**config.mk**
```make
export PLATFORM = sky130hd
export DESIGN_NAME = fir_engine_param
export DESIGN_NICKNAME = d
export VERILOG_FILES = /design/src/rtl/fir_engine_param.sv
export SDC_FILE = /design/constraint.sdc
export NUM_CORES = 2
export LEC_CHECK = 0
export BUFFER_PORTS_ARGS = -buffer_cell sky130_fd_sc_hd__buf_4
export CORE_ASPECT_RATIO = 0.9
export CORE_MARGIN = 1.5
export CORE_UTILIZATION = 59
export DETAILED_ROUTE_END_ITERATION = 16
export PLACE_DENSITY_LB_ADDON = 0.12
export REMOVE_ABC_BUFFERS = 1
export SLEW_MARGIN = 20
export SYNTH_ARGS = -nofsm -noshare
export SYNTH_HDL_FRONTEND = slang
export SYNTH_SLANG_ARGS = --single-unit
```
**constraint.sdc**
```tcl
create_clock -name axis_clk -period 32.2 [get_ports axis_clk]
set_clock_uncertainty 0.2 [all_clocks]
set_input_delay 4.83 -clock axis_clk [delete_from_list [all_inputs] [get_ports axis_clk]]
set_output_delay 4.83 -clock axis_clk [all_outputs]
set_load 0.01 [all_outputs]
```
**src/rtl/fir_engine_param.sv**
```systemverilog
// N-tap signed FIR: register-file taps and circular sample buffer, AXI4-Lite control,
// AXI4-Stream in/out. Define FIR_SAT_EN to clamp outputs instead of two's-complement wrap.

module fir_engine_param #(
    parameter int TAP_NUM   = 11,
    parameter int DATA_W    = 32,
    parameter int ADDR_W    = 12,
    parameter int OUT_SHIFT = 0
) (
    input  logic              axis_clk,
    input  logic              axis_rst,
    input  logic [ADDR_W-1:0] awaddr,
    input  logic              awvalid,
    output logic              awready,
    input  logic [DATA_W-1:0] wdata,
    input  logic              wvalid,
    output logic              wready,
    output logic              bvalid,
    input  logic              bready,
    input  logic [ADDR_W-1:0] araddr,
    input  logic              arvalid,
    output logic              arready,
    output logic [DATA_W-1:0] rdata,
    output logic              rvalid,
    input  logic              rready,
    input  logic [DATA_W-1:0] ss_tdata,
    input  logic              ss_tvalid,
    output logic              ss_tready,
    input  logic              ss_tlast,
    output logic [DATA_W-1:0] sm_tdata,
    output logic              sm_tvalid,
    input  logic              sm_tready,
    output logic              sm_tlast
);
    localparam int PTR_W = $clog2(TAP_NUM);
    localparam int ACC_W = 2 * DATA_W + $clog2(TAP_NUM);

    localparam logic [ADDR_W-1:0] ADDR_CTRL = ADDR_W'(0);
    localparam logic [ADDR_W-1:0] ADDR_LEN  = ADDR_W'('h10);
    localparam logic [ADDR_W-1:0] TAP_BASE  = ADDR_W'('h40);
    localparam logic [ADDR_W-1:0] TAP_END   = ADDR_W'('h40 + 4 * TAP_NUM);
    localparam logic [DATA_W-1:0] ONE       = DATA_W'(1);
    localparam logic [PTR_W-1:0]  LAST_K    = PTR_W'(TAP_NUM - 1);
    localparam logic [PTR_W:0]    TAP_EXT   = (PTR_W + 1)'(TAP_NUM);
`ifdef FIR_SAT_EN
    localparam logic signed [ACC_W-1:0] SAT_MAX = {{(ACC_W-DATA_W+1){1'b0}}, {(DATA_W-1){1'b1}}};
    localparam logic signed [ACC_W-1:0] SAT_MIN = {{(ACC_W-DATA_W+1){1'b1}}, {(DATA_W-1){1'b0}}};
`endif

    typedef enum logic [1:0] {S_IDLE, S_WAIT_IN, S_MAC, S_OUT} state_t;
    state_t state, state_nx;

    logic                     ap_start, ap_done, tlast_err, ap_idle;
    logic [DATA_W-1:0]        data_length, out_cnt, last_idx;
    logic signed [DATA_W-1:0] coef [TAP_NUM];
    logic signed [DATA_W-1:0] sbuf [TAP_NUM];
    logic [PTR_W-1:0]         wr_ptr, k_cnt, rd_idx;
    logic signed [ACC_W-1:0]  acc, prod_ext;
    logic signed [2*DATA_W-1:0] prod;
    logic                     wr_fire, rd_fire, in_fire, out_fire, last_out, mac_last;
    logic [DATA_W-1:0]        ctrl_word, rd_word;

    function automatic logic tap_hit(input logic [ADDR_W-1:0] a);
        return (a >= TAP_BASE) && (a < TAP_END) && (a[1:0] == 2'b00);
    endfunction

    function automatic logic [PTR_W-1:0] tap_idx(input logic [ADDR_W-1:0] a);
        return PTR_W'((a - TAP_BASE) >> 2);
    endfunction

    // Position k samples back from p in the circular buffer.
    function automatic logic [PTR_W-1:0] ring_back(input logic [PTR_W-1:0] p,
                                                   input logic [PTR_W-1:0] k);
        if (p >= k) return p - k;
        return PTR_W'({1'b0, p} + TAP_EXT - {1'b0, k});
    endfunction

    function automatic logic [DATA_W-1:0] scale_out(input logic signed [ACC_W-1:0] a);
        logic signed [ACC_W-1:0] s;
        s = a >>> OUT_SHIFT;
`ifdef FIR_SAT_EN
        if (s > SAT_MAX) s = SAT_MAX;
        else if (s < SAT_MIN) s = SAT_MIN;
`endif
        return DATA_W'(s);
    endfunction

    assign wr_fire   = awvalid & wvalid & ~bvalid;
    assign awready   = wr_fire;
    assign wready    = wr_fire;
    assign rd_fire   = arvalid & ~rvalid;
    assign arready   = rd_fire;
    assign ap_idle   = (state == S_IDLE);
    assign ss_tready = (state == S_WAIT_IN);
    assign in_fire   = ss_tvalid & ss_tready;
    assign sm_tvalid = (state == S_OUT);
    assign out_fire  = sm_tvalid & sm_tready;
    assign last_idx  = data_length - ONE;
    assign last_out  = (out_cnt == last_idx);
    assign mac_last  = (k_cnt == LAST_K);
    assign sm_tlast  = sm_tvalid & last_out;
    assign sm_tdata  = sm_tvalid ? scale_out(acc) : '0;
    assign ctrl_word = {{(DATA_W-4){1'b0}}, tlast_err, ap_idle, ap_done, ap_start};

    assign rd_idx   = ring_back(wr_ptr, k_cnt);
    assign prod     = coef[k_cnt] * sbuf[rd_idx];
    assign prod_ext = {{(ACC_W-2*DATA_W){prod[2*DATA_W-1]}}, prod};

    always_comb begin
        rd_word = '0;
        if (araddr == ADDR_CTRL)    rd_word = ctrl_word;
        else if (araddr == ADDR_LEN) rd_word = data_length;
        else if (tap_hit(araddr))   rd_word = coef[tap_idx(araddr)];
    end

    always_ff @(posedge axis_clk) begin
        if (axis_rst) state <= S_IDLE;
        else          state <= state_nx;
    end

    always_comb begin
        state_nx = state;
        case (state)
            S_IDLE:    if (ap_start && (data_length != '0)) state_nx = S_WAIT_IN;
            S_WAIT_IN: if (in_fire) state_nx = S_MAC;
            S_MAC:     if (mac_last) state_nx = S_OUT;
            S_OUT:     if (out_fire) state_nx = last_out ? S_IDLE : S_WAIT_IN;
            default:   state_nx = S_IDLE;
        endcase
    end

    always_ff @(posedge axis_clk) begin
        if (axis_rst) begin
            ap_start    <= 1'b0;
            ap_done     <= 1'b0;
            tlast_err   <= 1'b0;
            data_length <= '0;
            bvalid      <= 1'b0;
            rvalid      <= 1'b0;
            rdata       <= '0;
            wr_ptr      <= '0;
            k_cnt       <= '0;
            out_cnt     <= '0;
            acc         <= '0;
            for (int i = 0; i < TAP_NUM; i++) begin
                coef[i] <= '0;
                sbuf[i] <= '0;
            end
        end else begin
            if (bvalid && bready) bvalid <= 1'b0;
            if (wr_fire) begin
                bvalid <= 1'b1;
                // Configuration is frozen while a run is in flight; the write is still acknowledged.
                if (ap_idle) begin
                    if ((awaddr == ADDR_CTRL) && wdata[0]) begin
                        ap_start  <= 1'b1;
                        ap_done   <= 1'b0;
                        tlast_err <= 1'b0;
                    end
                    if (awaddr == ADDR_LEN) data_length <= wdata;
                    if (tap_hit(awaddr)) coef[tap_idx(awaddr)] <= $signed(wdata);
                end
            end

            if (rvalid && rready) rvalid <= 1'b0;
            if (rd_fire) begin
                rvalid <= 1'b1;
                rdata  <= rd_word;
                if (araddr == ADDR_CTRL) ap_done <= 1'b0;
            end

            case (state)
                S_IDLE: begin
                    if (ap_start) begin
                        ap_start <= 1'b0;
                        if (data_length == '0) begin
                            ap_done <= 1'b1;
                        end else begin
                            wr_ptr  <= '0;
                            out_cnt <= '0;
                            for (int i = 0; i < TAP_NUM; i++) sbuf[i] <= '0;
                        end
                    end
                end
                S_WAIT_IN: begin
                    if (in_fire) begin
                        sbuf[wr_ptr] <= $signed(ss_tdata);
                        acc          <= '0;
                        k_cnt        <= '0;
                        if (ss_tlast && (out_cnt < last_idx)) tlast_err <= 1'b1;
                    end
                end
                S_MAC: begin
                    acc <= acc + prod_ext;
                    if (mac_last) begin
                        k_cnt  <= '0;
                        wr_ptr <= (wr_ptr == LAST_K) ? '0 : wr_ptr + PTR_W'(1);
                    end else begin
                        k_cnt <= k_cnt + PTR_W'(1);
                    end
                end
                S_OUT: begin
                    if (out_fire) begin
                        out_cnt <= out_cnt + ONE;
                        if (last_out) ap_done <= 1'b1;
                    end
                end
                default: ;
            endcase
        end
    end

endmodule

```
==> results.ini <==
[logic_synthesis]
yosysTopAreaCell=edfxtp_1
synthTopCellsByArea=edfxtp_1, fa_1, mux4_2
syn_inst=5996
synthFlopType=edfxtp_1
yosysTopAreaCellShare_pct=41.8
ys_types=93
synth_area_um2=71300
yosysSeqAreaShare_pct=46.8
syn_avg_cell_area_um2=11.9
ys_ff_latch=1171
synthArstFlopShare_pct=0
synth_warnings=0
synth_edf_count=992

[global_routing]
grt_max_degree=78
grt-ovfl-total=0
grt_pass1_vias=49800
track_usage_pct=34.2
grt_pass1_wl_um=312000
antenna_found_initial=5

[detailed_routing]
drt-total-wl_um=207000
drcViolationCount=0
drtPass1Iterations=6
drt-initial-drc-count=5428
wl_per_cell_um=26.4
avgViaCountPerCell=6.22
vias=48900
final_antenna_net_count=0

[setup_path]
crit_type=register to register
cp-start-kind=register
worstPathArrival_ns=12.68
cpPeakStageDelay_ns=0.72
crit_path_frequent_cell=fa_1
cp.required_ns=32.59
cpMaxStageDelayCell=nand2_1
critPathCaptureType=register
crit_path_max_fanout=35

[power_and_ir_drop]
ir_worst_vdd_uv=161
power_uw=4920
leakagePower_uw=0.0311
p_per_area_nw_per_um2=62.6

[floorplan]
boundaryPins=170
die_height_um=333
rows=120
core_area_um2=120000
dieArea_um2=123000
die_w_um=370
start_util_pct=59.7

[sta]
worst_slew_pin_slew_ns=1.14
fmax_mhz=81.4
slew_headroom_pct=23.5
final-setup-viol-count=0
period_share_pct=38.2
slew_violations=0
rsz0062_at_grt=false
tns_ns=0
hold_violations=0
fin_crit_ns=12.29
setup_ws_ns=19.91

[finish]
fin_nets=6911
mostFrequentLayoutCells=edfxtp_1, inv_1, nor2_1, and2_1, fa_1
area_growth_pct=10.2
final_common_cell=edfxtp_1
drive_gt1_share_pct=14.4

[placed_design]
gp_congestion=0.931
dp_worst_setup_slack_ns=20.15
post-dp-hpwl_um=132000
io_buffers=169

[clock_tree]
post_cts_buffers=0
cts_hold_buf=0
clk_pin_slew_ns=0.07
cts_buffer_depth=3
cts_max_level=3
cts_tree=yes
clock_latency_ns=0.76
numClockSinks=1171
cts_resized=0
cts_buffers=118
clk_root_buffer_cell=clkbuf_16

[hold_path]
hp-class=register to register

[job]
cap_violations=0

[outcome]
outcome=finished clean

[flip-flops by register name (all words and copies together) (netlist names), 2 cells and up, named ones only]
register	count
coef	512
sbuf	512
acc	32
data_length	32
out_cnt	32
rdata	32
k_cnt	4
wr_ptr	4
state	2
[worst max-delay path: cells and delay by family, from the launching register on]
kind	cells	cell delay, ns
mux	1	0.48
simple gates	5	1.60
buf+inv	7	0.95
flops	1	0.62
xor+xnor	2	0.34
fa+ha+maj	11	4.98
compound gates	8	2.89
[report_power, final]
group / switching (uW) / internal (uW) / total, uW
Sequential: 16.0 / 1680 / 1700
Clock: 607 / 740 / 1350
Combinational: 1070 / 812 / 1880
[routing by layer]
metal | vias up | global-route usage, % | part of all wire [%]
met5 | - | 0 | 0.026
met4 | 4 | 12.4 | 3.9
met3 | 503 | 6.56 | 11
met2 | 2799 | 54.0 | 47
met1 | 24600 | 47.6 | 39
li1 | 20900 | - | -
[synth_stat cells (46+ instances only)]
| cell | number |
|---|---|
| nand2_1 | 313 |
| nor2_1 | 602 |
| clkbuf_1 | 302 |
| xnor2_1 | 76 |
| a22oi_1 | 52 |
| dfxtp_1 | 179 |
| buf_2 | 48 |
| a21oi_1 | 241 |
| fa_1 | 441 |
| mux4_2 | 249 |
| o21ai_0 | 105 |
| o22ai_1 | 139 |
| and2_1 | 579 |
| nand2b_1 | 126 |
| mux2_2 | 65 |
| xor2_1 | 46 |
| nand3_1 | 54 |
| edfxtp_1 | 992 |
| nor3_1 | 69 |
| inv_1 | 601 |
| ha_1 | 199 |
| nor2b_1 | 54 |
[layout make-up]
class,count,area (um2)
tap,1586,1980
antenna,3,7.51
inverter,604,2270
timing repair buffer,297,2270
sequential,1171,33400
multi-input combinational,3981,35000
clock inverter,60,533
fill,9046,40900
clock buffer,161,3180
[path summary, 6_finish.rpt]
kind	start	endpoint	slack, ns	depth (start not counted)
min reg2reg	acc[14]	acc[14]	0.26	2
max reg2reg	wr_ptr[2]	acc[31]	19.91	34
max	wr_ptr[2]	acc[31]	19.91	34
min	acc[14]	acc[14]	0.26	2
[through the flow]
step | utilization [%] | cell area [um2] | std cells | hold WS (ns)
after CTS | 65.7 | 78600 | 7859 | 0.258
after floorplan | - | 70300 | 5756 | 0.226
after global placement | 62.6 | 74900 | 7638 | 0.243
final | 65.8 | 78600 | 7863 | 0.258
after global routing | 65.8 | 78600 | 7861 | 0.298
after detailed placement | 62.6 | 74900 | 7638 | 0.247
[cell families (layout without fill, tap and decap cells)]
| group | Yosys count | count (layout) | share of synthesized area, % |
|---|---|---|---|
| compound gates | 732 | 732 | 6.60 |
| xor+xnor | 131 | 131 | 1.78 |
| fa+ha+maj | 640 | 640 | 15.9 |
| buf+inv | 1003 | 1122 | 5.51 |
| flops | 1171 | 1171 | 46.8 |
| mux | 361 | 361 | 9.57 |
| other cells | 1 | 163 | 0.00526 |
| simple gates | 1957 | 1957 | 13.9 |
No activity file was read; power rests on OpenSTA's default activity.
